File: config.mk
export PLATFORM = sky130hd
export DESIGN_NAME = pdm_frame_ctrl
export DESIGN_NICKNAME = d
export VERILOG_FILES = /design/src/rtl/pdm_frame_ctrl.sv
export SDC_FILE = /design/constraint.sdc
export NUM_CORES = 1
export LEC_CHECK = 0
export BUFFER_PORTS_ARGS = -buffer_cell sky130_fd_sc_hd__buf_4
export CORE_MARGIN = 2
export CORE_UTILIZATION = 60
export DETAILED_ROUTE_END_ITERATION = 10
export PLACE_DENSITY = 0.79
export SLEW_MARGIN = 30
export SYNTH_ARGS = -nofsm -noshare
export SYNTH_HDL_FRONTEND = slang
export SYNTH_SLANG_ARGS = --single-unit
File: constraint.sdc
create_clock -name clk -period 3.57 [get_ports clk]
set_input_delay 0.1785 -clock clk [delete_from_list [all_inputs] [get_ports clk]]
set_output_delay 0.1785 -clock clk [all_outputs]
set_load 0.02 [all_outputs]
File: src/rtl/pdm_frame_ctrl.sv
// PDM microphone front end: sclk generation, ones-count decimation, frame
// hand-off to an external decode engine and class indication (leds/beep).
module pdm_frame_ctrl #(
  parameter int unsigned CLK_DIV  = 12,
  parameter int unsigned DEC      = 64,
  parameter int unsigned FRAME    = 256,
  parameter int unsigned TIMEOUT  = 1024,
  parameter int unsigned BEEP_CYC = 50000
) (
  input  logic                 clk,
  input  logic                 rst,
  input  logic                 dat_i,
  output logic                 sclk,
  output logic                 smp_valid,
  output logic [$clog2(DEC):0] smp_data,
  output logic                 frm_last,
  output logic                 eng_start,
  input  logic                 eng_done,
  input  logic [1:0]           eng_result,
  output logic                 led1,
  output logic                 led2,
  output logic                 led3,
  output logic                 beep,
  output logic                 timeout
);

  localparam int unsigned DIV_W  = (CLK_DIV > 1) ? $clog2(CLK_DIV) : 1;
  localparam int unsigned BIT_W  = (DEC > 1) ? $clog2(DEC) : 1;
  localparam int unsigned SMP_W  = $clog2(DEC) + 1;
  localparam int unsigned FRM_W  = (FRAME > 1) ? $clog2(FRAME) : 1;
  localparam int unsigned WAIT_W = $clog2(TIMEOUT + 1);
  localparam int unsigned BEEP_W = $clog2(BEEP_CYC + 1);

  typedef enum logic [1:0] {
    ST_IDLE,
    ST_FILL,
    ST_DECODE,
    ST_REPORT
  } state_e;

  state_e              state_q;
  logic [DIV_W-1:0]    div_q;
  logic                sclk_q;
  logic [BIT_W-1:0]    bit_q;
  logic [SMP_W-1:0]    acc_q;
  logic [SMP_W-1:0]    acc_d;
  logic [FRM_W-1:0]    smp_cnt_q;
  logic [WAIT_W-1:0]   wait_q;
  logic [1:0]          cls_q;
  logic [BEEP_W-1:0]   beep_cnt_q;
  logic [BEEP_W-1:0]   beep_cnt_d;
  logic                smp_valid_q;
  logic [SMP_W-1:0]    smp_data_q;
  logic                frm_last_q;
  logic                eng_start_q;
  logic [2:0]          led_q;
  logic                beep_q;
  logic                timeout_q;
  logic                div_wrap;
  logic                fall;
  logic                win_done;

  // Bit-clock timing, window completion and beep countdown.
  always_comb begin
    div_wrap   = (div_q == DIV_W'(CLK_DIV - 1));
    fall       = div_wrap && sclk_q;
    win_done   = fall && (bit_q == BIT_W'(DEC - 1));
    acc_d      = acc_q + SMP_W'(dat_i);
    beep_cnt_d = beep_cnt_q;
    if (state_q == ST_REPORT && cls_q == 2'd3) begin
      beep_cnt_d = BEEP_W'(BEEP_CYC);
    end else if (beep_cnt_q != '0) begin
      beep_cnt_d = beep_cnt_q - BEEP_W'(1);
    end
  end

  always_ff @(posedge clk) begin
    if (rst) begin
      state_q     <= ST_IDLE;
      div_q       <= '0;
      sclk_q      <= 1'b0;
      bit_q       <= '0;
      acc_q       <= '0;
      smp_cnt_q   <= '0;
      wait_q      <= '0;
      cls_q       <= '0;
      beep_cnt_q  <= '0;
      smp_valid_q <= 1'b0;
      smp_data_q  <= '0;
      frm_last_q  <= 1'b0;
      eng_start_q <= 1'b0;
      led_q       <= '0;
      beep_q      <= 1'b0;
      timeout_q   <= 1'b0;
    end else begin
      div_q <= div_wrap ? '0 : div_q + DIV_W'(1);
      if (div_wrap) begin
        sclk_q <= ~sclk_q;
      end

      // Data is taken on the sclk falling edge; windows run back to back.
      if (fall) begin
        if (win_done) begin
          bit_q      <= '0;
          acc_q      <= '0;
          smp_data_q <= acc_d;
        end else begin
          bit_q <= bit_q + BIT_W'(1);
          acc_q <= acc_d;
        end
      end

      beep_cnt_q  <= beep_cnt_d;
      beep_q      <= (beep_cnt_d != '0);
      smp_valid_q <= 1'b0;
      frm_last_q  <= 1'b0;
      eng_start_q <= 1'b0;

      unique case (state_q)
        // Wait for an untouched window so every frame starts on a full sample.
        ST_IDLE: begin
          if (bit_q == '0) begin
            state_q <= ST_FILL;
          end
        end
        ST_FILL: begin
          if (win_done) begin
            smp_valid_q <= 1'b1;
            if (smp_cnt_q == FRM_W'(FRAME - 1)) begin
              frm_last_q  <= 1'b1;
              eng_start_q <= 1'b1;
              smp_cnt_q   <= '0;
              wait_q      <= '0;
              state_q     <= ST_DECODE;
            end else begin
              smp_cnt_q <= smp_cnt_q + FRM_W'(1);
            end
          end
        end
        // eng_done is checked first so it wins over a coincident timeout.
        ST_DECODE: begin
          if (eng_done) begin
            cls_q   <= eng_result;
            state_q <= ST_REPORT;
          end else if (win_done) begin
            if (wait_q == WAIT_W'(TIMEOUT - 1)) begin
              timeout_q <= 1'b1;
              state_q   <= ST_IDLE;
            end else begin
              wait_q <= wait_q + WAIT_W'(1);
            end
          end
        end
        ST_REPORT: begin
          led_q[0] <= (cls_q == 2'd1);
          led_q[1] <= (cls_q == 2'd2);
          led_q[2] <= (cls_q == 2'd3);
          state_q  <= ST_IDLE;
        end
        default: state_q <= ST_IDLE;
      endcase
    end
  end

  assign sclk      = sclk_q;
  assign smp_valid = smp_valid_q;
  assign smp_data  = smp_data_q;
  assign frm_last  = frm_last_q;
  assign eng_start = eng_start_q;
  assign led1      = led_q[0];
  assign led2      = led_q[1];
  assign led3      = led_q[2];
  assign beep      = beep_q;
  assign timeout   = timeout_q;

endmodule

# [Word level (Yosys, flattened, before mapping)]
# Index checks and enable logic that the tools add are counted.
[totals] register_bits=71 word_cells=80 in_bits=6 out_inout_bits=16
[op_classes] n_reduce_logical=17 addsub=6 bitwise_logic=4 n_eq_ne=18 muxes=20
[op_table] operator="$mux 11" count=5
[op_table] operator="$mux 16" count=2
[op_table] operator="$reduce_bool 16->1" count=2
[op_table] operator="$pmux 11 s2" count=1
[op_table] operator="$sub 16x1->16 const B" count=1
[op_table] operator="$mux 2" count=6
[op_table] operator="$ne 2x2->1 const B" count=6
[op_table] operator="$add 11x1->11 const B" count=1
[op_table] operator="$eq 11x10->1 const B" count=1
[op_table] operator="$add 8x1->8 const B" count=1
[op_table] operator="$eq 2x2->1 const B" count=4
[op_table] operator="$eq 8x8->1 const B" count=1
[op_table] operator="$mux 8" count=1
[op_table] operator="$pmux 2 s4" count=1
[op_table] operator="$add 7x1->7" count=1
[op_table] operator="$mux 7" count=1
[op_table] operator="$add 6x1->6 const B" count=1
[op_table] operator="$eq 6x6->1 const B" count=1
[op_table] operator="$logic_not 6->1" count=1
[op_table] operator="$mux 6" count=1
[op_table] operator="$ne 3x3->1 const B" count=2
[op_table] operator="$reduce_and 2->1" count=3
[op_table] operator="$reduce_and 6->1" count=1
[op_table] operator="$reduce_and 5->1" count=1
[op_table] operator="11 further kinds" count=19

# [Logic depth before layout (Yosys ltp)]
[depth] ltp_word=6 ltp_mapped=10 ltp_nobuf=8

# [Worst setup path before layout]
# No wires, ideal clock.
[synth_path] path_kind="reg-to-reg" start="register beep_cnt_q[0]" end="register beep_q (netlist: beep)" setup_slack_ns=1.062 setup_ns=0.120 synth_period_minus_slack_ns=2.508 stages_incl_launch_ff=9 arrival_ns=2.388 n_path_buf=0 t_required_ns=3.450 path_cell_list="dfxtp_1 inv_1 ha_1 or3b_2 nor4b_2 nand2_2 a2111oi_2 a41oi_1 or2_1"
[synth_between] elab_chain_len=4 elab_cells_between_ends=5 cone_classes="add/sub (1); mux (2); reduce/logical (2)"
[synth_lines] element="start, declared" line_no="50" rtl="logic [BEEP_W-1:0] beep_cnt_q;"
[synth_lines] element="start signal, assigned" line_no="113" rtl="beep_cnt_q <= beep_cnt_d;"
[synth_lines] element="$sub 16x1->16 / $reduce_bool 16->1 (equally long branches)" line_no="73, 72"
[synth_lines] element="$mux 16 (*)" line_no="72" rtl="end else if (beep_cnt_q != '0) begin"
[synth_lines] element="$mux 16 (*)" line_no="70" rtl="if (state_q == ST_REPORT && cls_q == 2'd3) begin"
[synth_lines] element="$reduce_bool 16->1 (*)" line_no="114" rtl="beep_q <= (beep_cnt_d != '0);"
[synth_lines] element="end signal, assigned" line_no="114"
[synth_lines] element="end, declared" line_no="57" rtl="logic beep_q;"
# Mark *: on every way between the ends. The rest lies on a longest branch, timed or not.
# A chain may end at the register's enable or synchronous reset.

# [Worst setup path in the final report]
# Same ends and word-level chain as after synthesis.

==> run summary <==
Outcome: finished clean
Seq/Total Area, Yosys: 43.2%
Post-synthesis mux area share: 0.609%
Crit path max fanout: 7
Async set-reset flop share out of synthesis: 0%
P per Cell Area: 677 nW/um^2
Main combinational cell family by area after synthesis: simple AND/OR/NAND/NOR gates
Root buf cell: clkbuf_8
Syn Inst Count: 384
Crit path largest cell delay: 0.59 ns
Max_slew headroom: 58.7%
Final #Nets: 420
Flops & latches, synth: 71
Area of the mapped netlist: 3290 um^2
TritonCTS clock tree: done
Switching pwr: 0.889 mW
Leading area contributor after synthesis: dfxtp_1
Clock transition at path regs: 0.08 ns
Antenna-violating nets left: 0
Final hold violations: 0
Final period util: 80.6%
Largest cells by area after synthesis: dfxtp_1 43%, nor2_1 7.3%, xnor2_1 6.7%, nand2_1 4.2%, a21oi_1 3.8%
DPL Wire Length: 4570 um
Final RePlAce weighted congestion: 0.895
Synth Area in Simple Gates: 28.9%
Initial Utilization: 63.1%
Vias: 2732
Layout Skew: 0.0108 ns
Fin util: 70.6%
Hold Path Class: input port to flip-flop
Fillers: 422
Final hold slack: 0.132 ns
Final WL: 6640 um
I/O pin count: 22
Internal power: 1.60 mW
Total clock sinks: 71
RSZ-0062 raised after global routing: false
Worst-Margin Slew: 0.618 ns
Cell variety after synth: 51
Critical path class: flip-flop to flip-flop
Top cell type's share of synthesized area: 43.2%
Cell Rows: 26
Input/output buffers: 21
Die Span X: 78.0 um
Clock tree buffer depth: 2
Max-slew violations: 0
Share of layout cells above drive strength 1: 12.4%
First-pass GRT wire length: 11200 um
Overall Power: 2.49 mW
Sequential share of power: 40.0%
Worst Path Required: 3.81 ns
Max-cap check violation count: 0
Clk Latency, worst-skew pair: 0.34 ns
Arrival time worst endpoint: 3.11 ns
Die height: 78.0 um
Final worst path period need: 2.88 ns
Setup Buffers After CTS: 0
Mean Syn Cell Area: 8.56 um^2
Setup TNS: 0 ns
Logic gate share of total power: 34.5%
DRT iter0 DRCs: 175
Remaining DRCs: 0
Die area: 6090 um^2
CTS Hold Bufs: 0
Switching Fraction: 35.7%
VDD IR max: 0.425 mV
Static Leakage: 1.34 nW
Total grt overflow: 0
Initial antenna violation count: 0
CP top delay family: simple AND/OR/NAND/NOR gates
Buf+Inv Stages, Crit Path: 1
1st-pass router iterations: 4
Core area: 5200 um^2
Number of flops mapped to enable cells by yosys: 0
Placed insts: 463
Vias per cell: 5.69
Startpoint types: flip-flop
Crit. End Element: flip-flop
Clk pwr share: 25.5%
Final setup violation count: 0
Slowest cell on the critical path: nor4b_2
GR Util All Layers: 22.8%
Ys flop type: dfxtp_1
Inserted Clock Buffers: 9
Fmax: 348 MHz
Largest net degree at the start of global routing: 51
Yosys warnings: 0
Non-Filler Instances: 480
Resized Gates After CTS: 0
Avg WL per Cell: 13.8 um
XOR/XNOR Fraction of Synth Area: 8.26%
Layout Area Growth over Synthesis: 11.8%
Syn Nets: 399
Cell Chain, Critical Path: inv_1, ha_1, or3b_2, nor4b_2, nand2_2, a2111oi_2, a41oi_1, or2_1
Antenna diodes: 0
Synth Area in Adders: 3.43%
Compound-cell area share of the yosys netlist: 12.6%
Via count of the first global-routing pass: 2509
H-tree depth: 3
[sequential cells by signal (all words and copies together), names as in the netlist, 2 cells and up]
register	count
state_q	2
cls_q	2
smp_data	7
div_q	4
smp_cnt_q	8
wait_q	11
acc_q	7
beep_cnt_q	16
bit_q	6
led_q	3
[worst min-delay path, delay by kind of cell]
family	cells	cell delay, ns
and+or+nand+nor	1	0.08
AOI/OAI and AO/OA	1	0.06
buffers and inverters	1	0.11
[routing by layer]
layer | up-vias | wire (um) | track usage [%]
met5 | - | 0 | 0
met1 | 1275 | 3190 | 27.8
li1 | 1396 | - | -
met4 | 0 | 61 | 8.60
met2 | 51 | 3110 | 37.6
met3 | 10 | 275 | 7.59
[path summary, 6_finish.rpt]
kind,start,endpoint,slack (ns),depth (start not counted)
worst max-delay path,beep_cnt_q[0],beep,0.69,8
worst min-delay path,eng_result[0],cls_q[0],0.13,3
worst max register to register,beep_cnt_q[0],beep,0.69,8
worst min register to register,led_q[2],led_q[2],0.46,2
[power groups by stage]
stage	combinational, mW	sequential, mW	clock (mW)
after floorplan	0.724	0.990	0
after global placement	0.826	1.01	0
after detailed placement	0.846	1.01	0
after CTS	0.850	0.994	0.650
after global routing	0.956	1.01	0.681
final	0.859	0.997	0.634
[cell usage in the layout (no fill, tap or decap), types with 3 or more instances in the layout]
cell type  instances
nor3_1            17
dfxtp_1           71
nor2b_1            5
or3_1              4
clkbuf_8          10
a21oi_1           25
nor3b_1            8
ha_1               9
nor2_1            64
o21ai_0            7
nor4_1             6
nand2_1           37
nand3_1           10
xor2_1             6
o31ai_1            3
a211oi_1           8
nand2b_1           3
and4_1             3
or2_2              3
buf_4             23
nand4_1            7
a22oi_1            4
and3_1             4
nand3b_1           4
clkinv_2           3
inv_1              6
xnor2_1           25
[metrics by stage]
step | worst slack, ns | cell area (um^2)
2_1_floorplan | 1.06 | 3290
3_3_place_gp | 0.826 | 3470
3_5_place_dp | 0.713 | 3470
4_1_cts | 0.710 | 3670
5_1_grt | 0.427 | 3680
6_report | 0.693 | 3680
[cells in the mapped netlist (3+ instances only)]
| cell | n |
|---|---|
| a211oi_1 | 8 |
| a21oi_1 | 25 |
| a22oi_1 | 4 |
| and3_1 | 4 |
| and4_1 | 3 |
| clkbuf_1 | 9 |
| dfxtp_1 | 71 |
| ha_1 | 9 |
| inv_1 | 6 |
| nand2_1 | 37 |
| nand2b_1 | 3 |
| nand3_1 | 10 |
| nand3b_1 | 4 |
| nand4_1 | 7 |
| nor2_1 | 64 |
| nor2b_1 | 5 |
| nor3_1 | 17 |
| nor3b_1 | 8 |
| nor4_1 | 6 |
| o21ai_0 | 7 |
| o31ai_1 | 3 |
| or2_2 | 3 |
| or3_1 | 4 |
| xnor2_1 | 25 |
| xor2_1 | 6 |
[area by class of cell]
class                           instances  area (um^2)  share of cell area (%)
Inverter                                6         22.5                   0.613
Sequential cell                        71         1420                    38.7
Timing Repair Buffer                   24          178                    4.83
Clock buffer                           10          138                    3.74
Multi-Input combinational cell        293         1770                    48.1
Tap cell                               70         87.6                    2.38
Clock inverter                          6         60.1                    1.63
[cell families (layout without fill, tap and decap cells)]
| kind of cell | count (synthesis) | in the layout |
|---|---|---|
| AO/OA/AOI/OAI | 63 | 63 |
| XOR/XNOR | 31 | 31 |
| adder cells (fa/ha/maj) | 9 | 9 |
| buffers and inverters | 20 | 46 |
| flip-flops | 71 | 71 |
| multiplexers | 2 | 2 |
| AND/OR/NAND/NOR | 188 | 188 |
Power figures use the tool's default switching activity.
